`src/rtl/pwm_pkg.sv`:
```
// Shared types and default parameters for the fixed-duty PWM generator.
package pwm_pkg;

  typedef enum logic [1:0] {
    IDLE = 2'b00,
    HIGH = 2'b01,
    LOW  = 2'b10
  } state_e;

  localparam int CNT_W_DEF       = 26;
  localparam int PERIOD_DEF      = 20;
  localparam int HIGH_CYCLES_DEF = 5;

endpackage

```
`src/rtl/pwm_fsm.sv`:
```
// Fixed-duty PWM generator: 2-bit Moore FSM plus a period counter, clocked by a 1 ms tick.
// Define PWM_INVERT_EN to make the PWM pin active-low (high everywhere except in HIGH).
module pwm_fsm
  import pwm_pkg::*;
#(
  parameter int CNT_W       = CNT_W_DEF,
  parameter int PERIOD      = PERIOD_DEF,
  parameter int HIGH_CYCLES = HIGH_CYCLES_DEF
) (
  input  logic             clk1ms,
  input  logic             reset,
  output logic             PWM,
  output logic [1:0]       nextState,
  output logic [1:0]       state,
  output logic [CNT_W-1:0] counter
);

  if (PERIOD < 2 || longint'(PERIOD) > (longint'(1) << CNT_W)) begin : g_bad_period
    $error("pwm_fsm: PERIOD %0d outside 2..2**CNT_W", PERIOD);
  end
  if (HIGH_CYCLES < 0 || HIGH_CYCLES > PERIOD) begin : g_bad_high
    $error("pwm_fsm: HIGH_CYCLES %0d outside 0..PERIOD", HIGH_CYCLES);
  end

  localparam logic [CNT_W-1:0] PERIOD_LAST = CNT_W'(PERIOD - 1);
  localparam logic [CNT_W-1:0] HIGH_LAST   = CNT_W'((HIGH_CYCLES > 0) ? HIGH_CYCLES - 1 : 0);
  localparam bit               NO_HIGH     = (HIGH_CYCLES == 0);
  localparam bit               ALL_HIGH    = (HIGH_CYCLES == PERIOD);

  state_e           state_q, state_d;
  logic [CNT_W-1:0] counter_q, counter_d;
  logic             high_phase;

  // NOTE: sequential state uses non-blocking assignments so every flop samples pre-edge values.
  always_ff @(posedge clk1ms or negedge reset) begin
    if (!reset) state_q <= IDLE;
    else        state_q <= state_d;
  end

  always_ff @(posedge clk1ms or negedge reset) begin
    if (!reset) counter_q <= '0;
    else        counter_q <= counter_d;
  end

  // NOTE: defaults first so every path assigns every output and no latch is inferred.
  always_comb begin
    state_d    = IDLE;
    counter_d  = '0;
    high_phase = 1'b0;
    unique case (state_q)
      IDLE: state_d = NO_HIGH ? LOW : HIGH;
      HIGH: begin
        high_phase = 1'b1;
        counter_d  = counter_q + CNT_W'(1);
        state_d    = HIGH;
        if (ALL_HIGH) begin
          if (counter_q == PERIOD_LAST) counter_d = '0;
        end else if (counter_q == HIGH_LAST) begin
          state_d = LOW;
        end
      end
      LOW: begin
        counter_d = counter_q + CNT_W'(1);
        state_d   = LOW;
        if (counter_q == PERIOD_LAST) begin
          counter_d = '0;
          if (!NO_HIGH) state_d = HIGH;
        end
      end
      default: ; // illegal 2'b11 recovers to IDLE with the counter cleared
    endcase
  end

  assign state     = state_q;
  assign nextState = state_d;
  assign counter   = counter_q;

`ifdef PWM_INVERT_EN
  assign PWM = ~high_phase;
`else
  assign PWM = high_phase;
`endif

endmodule

```
`config.mk`:
```
export PLATFORM = sky130hd
export DESIGN_NAME = pwm_fsm
export DESIGN_NICKNAME = d
export VERILOG_FILES = /design/src/rtl/pwm_pkg.sv /design/src/rtl/pwm_fsm.sv
export SDC_FILE = /design/constraint.sdc
export NUM_CORES = 1
export LEC_CHECK = 0
export BUFFER_PORTS_ARGS = -buffer_cell sky130_fd_sc_hd__clkbuf_2
export CORE_ASPECT_RATIO = 1.5
export CORE_UTILIZATION = 55
export DETAILED_ROUTE_END_ITERATION = 10
export GPL_ROUTABILITY_DRIVEN = 0
export PLACE_DENSITY = 0.83
export SKIP_LAST_GASP = 1
export SYNTH_ARGS = -nofsm -noshare
export SYNTH_HDL_FRONTEND = slang
export SYNTH_SLANG_ARGS = --single-unit
```
`constraint.sdc`:
```
create_clock -name clk1ms -period 2.6 [get_ports clk1ms]
set_input_delay 0.26 -clock clk1ms [delete_from_list [all_inputs] [get_ports clk1ms]]
set_output_delay 0.26 -clock clk1ms [all_outputs]
set_load 0.05 [all_outputs]
```
==> summary.txt <==
Status -> finished, final reports clean
IO Pins -> 33
GRT Residual Overflow -> 0
Final TNS setup -> 0 ns
Core box area -> 2970 um2
Initial antenna violation count -> 0
# Post-CTS Setup Buffers -> 0
Largest net degree at the start of global routing -> 29
Clock Sinks -> 28
GRT Max-Usage Layer -> met2
Mapped Area -> 1760 um2
Fin crit share -> 96.8%
Gr usage total -> 28.5%
Max Clock Skew -> 0.00681 ns
CTS Buffer Depth -> 2
Pleak -> 0.815 nW
Post-synth EDFFs -> 0
Power, Total -> 793 uW
Fmax -> 397 MHz
Relative slew margins -> 38.7%
Power density over cell area -> 398 nW/um2
ANT cells -> 0
#FFs+latches synth -> 28
First-pass GRT wire length -> 7290 um
Placed Area -> 1910 um2
Worst slew pin tran -> 0.918 ns
DRT Pass-1 Iters -> 4
CTS Hold Bufs -> 0
Register area share after synthesis -> 39.9%
Layout area overhead -> 13.5%
Vias in the first global route -> 1542
Final setup vio count -> 0
Starting Density -> 59.0%
Max_cap viols -> 0
Most frequent cells in the layout -> 32 x clkbuf_2, 28 x dfrtp_1, 14 x a211oi_1, 11 x nand2_1
Initial DRC Count -> 74
Worst endpoint required time -> 2.34 ns
CTS tree -> done
Final ANT Viol Nets -> 0
Die Wd -> 48.1 um
Die Area -> 3430 um2
Routed vias/inst -> 6.82
CP arrival -> 2.26 ns
Commonest non-fill, non-tap cell in the layout -> clkbuf_2
Drt total wl -> 4320 um
Max Slew Vio Count -> 0
Share of flip-flops with an asynchronous set or reset -> 100%
Syn_nets -> 178
H-tree lvl count -> 1
Clk Latency, worst-skew pair -> 0.28 ns
Clk pin slew, worst setup/hold paths -> 0.10 ns
Minimum clock period -> 2.52 ns
Final HPWL DP -> 2940 um
Synth warn -> 0
Number of unique standard cell types used by synthesis -> 37
Final #Nets -> 205
# DRC -> 0
Fill cells -> 239
Hold slack -> 0.0178 ns
Final Hold Fails -> 0
Cell area after layout -> 1990 um2
Synthesized area per cell -> 10.3 um2
Peak VDD IR -> 293 uV
Hold Crit Class -> in2async
Die Y-Extent -> 71.2 um
RSZ-0062 raised after global routing -> yes
WS Path Type -> reg2out
Port Buffers -> 32
Number of core rows -> 24
Met2 Track Usage GR -> 47.6%
Kind of end point of the critical path -> output port
Met1 GRT Util -> 37.8%
GR Util met3 -> 1.79%
Cells after synthesis -> 170
CP max FO -> 7
TritonCTS Buffers -> 3
Layout cells sized above 1 -> 29.6%
Routed len/inst -> 18.4 um
Top_reg_cell synth -> dfrtp_1
Total vias in the final route -> 1602
CTS Root Cell -> clkbuf_8
Crit path launch type -> flip-flop
==> worst max-delay path, stage by stage, from the launching register on <==
cell and delay, ns:
dfrtp_1 0.48, or4_1 0.58, nor3_2 0.25, a41oi_1 0.19
a21oi_2 0.18, clkbuf_2 0.30
==> layer usage <==
layer	vias up	share of wire, %
met2	70	56
li1	712	-
met1	815	38
met4	0	1.0
met3	5	4.6
met5	-	0
==> report_power, final <==
group	switching, mW	internal [mW]
combinational	0.00847	0.000507
clock	0.142	0.206
sequential	0	0.435
total	0.151	0.642
==> Yosys cell counts (6+ instances only) <==
cell | number | share of area [%]
inv_1 | 6 | 1.3
xor2_1 | 6 | 3.0
xnor2_1 | 7 | 3.5
dfrtp_1 | 28 | 40
nor4_1 | 6 | 2.1
a221oi_1 | 6 | 3.0
nand3_1 | 7 | 2.0
o21ai_0 | 6 | 1.7
or3_1 | 6 | 2.1
nand4_1 | 7 | 2.5
nand2_1 | 11 | 2.4
a211oi_1 | 14 | 6.0
ha_1 | 6 | 4.3
==> sequential cells by signal, summed over array words and instances, names as in the netlist <==
register,flops
state,2
counter,26
==> stage by stage <==
stage	setup slack, ns	utilization [%]	std cells
5_1_grt	-0.0194	67.0	235
6_report	0.0827	67.0	235
4_1_cts	0.0402	66.8	235
3_5_place_dp	0.356	64.4	231
2_1_floorplan	-0.0299	-	170
3_3_place_gp	0.460	64.4	231
==> cell type report <==
class | count | area [um2] | area share, %
Tap cell | 39 | 48.8 | 2.45
Sequential cell | 28 | 701 | 35.2
Timing Repair Buffer | 34 | 175 | 8.79
Multi-Input combinational cell | 123 | 971 | 48.7
Inverter | 7 | 26.3 | 1.32
Clock buffer | 3 | 41.3 | 2.07
Clock inverter | 1 | 30.0 | 1.51
==> repair_timing <==
item	CTS	global route
hold endpoints to repair	0	0
setup endpoints to repair	0	1
resized for setup	0	1
==> kinds of logic after synthesis <==
group | after synthesis | synth area share (%)
AO/OA/AOI/OAI | 42 | 19.5
XOR/XNOR | 13 | 6.49
adder cells (fa/ha/maj) | 6 | 4.28
buffers and inverters | 19 | 5.70
flip-flops | 28 | 39.9
AND/OR/NAND/NOR | 62 | 24.2
==> final timing paths <==
path	start	endpoint	slack (ns)	cells past startpoint
min in group clk1ms	counter[0]$_DFF_PN0_	counter[0]$_DFF_PN0_	0.60	1
worst max register to register	counter[13]$_DFF_PN0_	counter[21]$_DFF_PN0_	0.41	5
worst min-delay path	reset	counter[8]$_DFF_PN0_	0.02	1
worst max-delay path	counter[13]$_DFF_PN0_	nextState[0]	0.08	5
max in group asynchronous	reset	counter[0]$_DFF_PN0_	2.12	1
worst min register to register	counter[0]$_DFF_PN0_	counter[0]$_DFF_PN0_	0.60	1
Note: power is estimated with default switching activity, not from simulation.
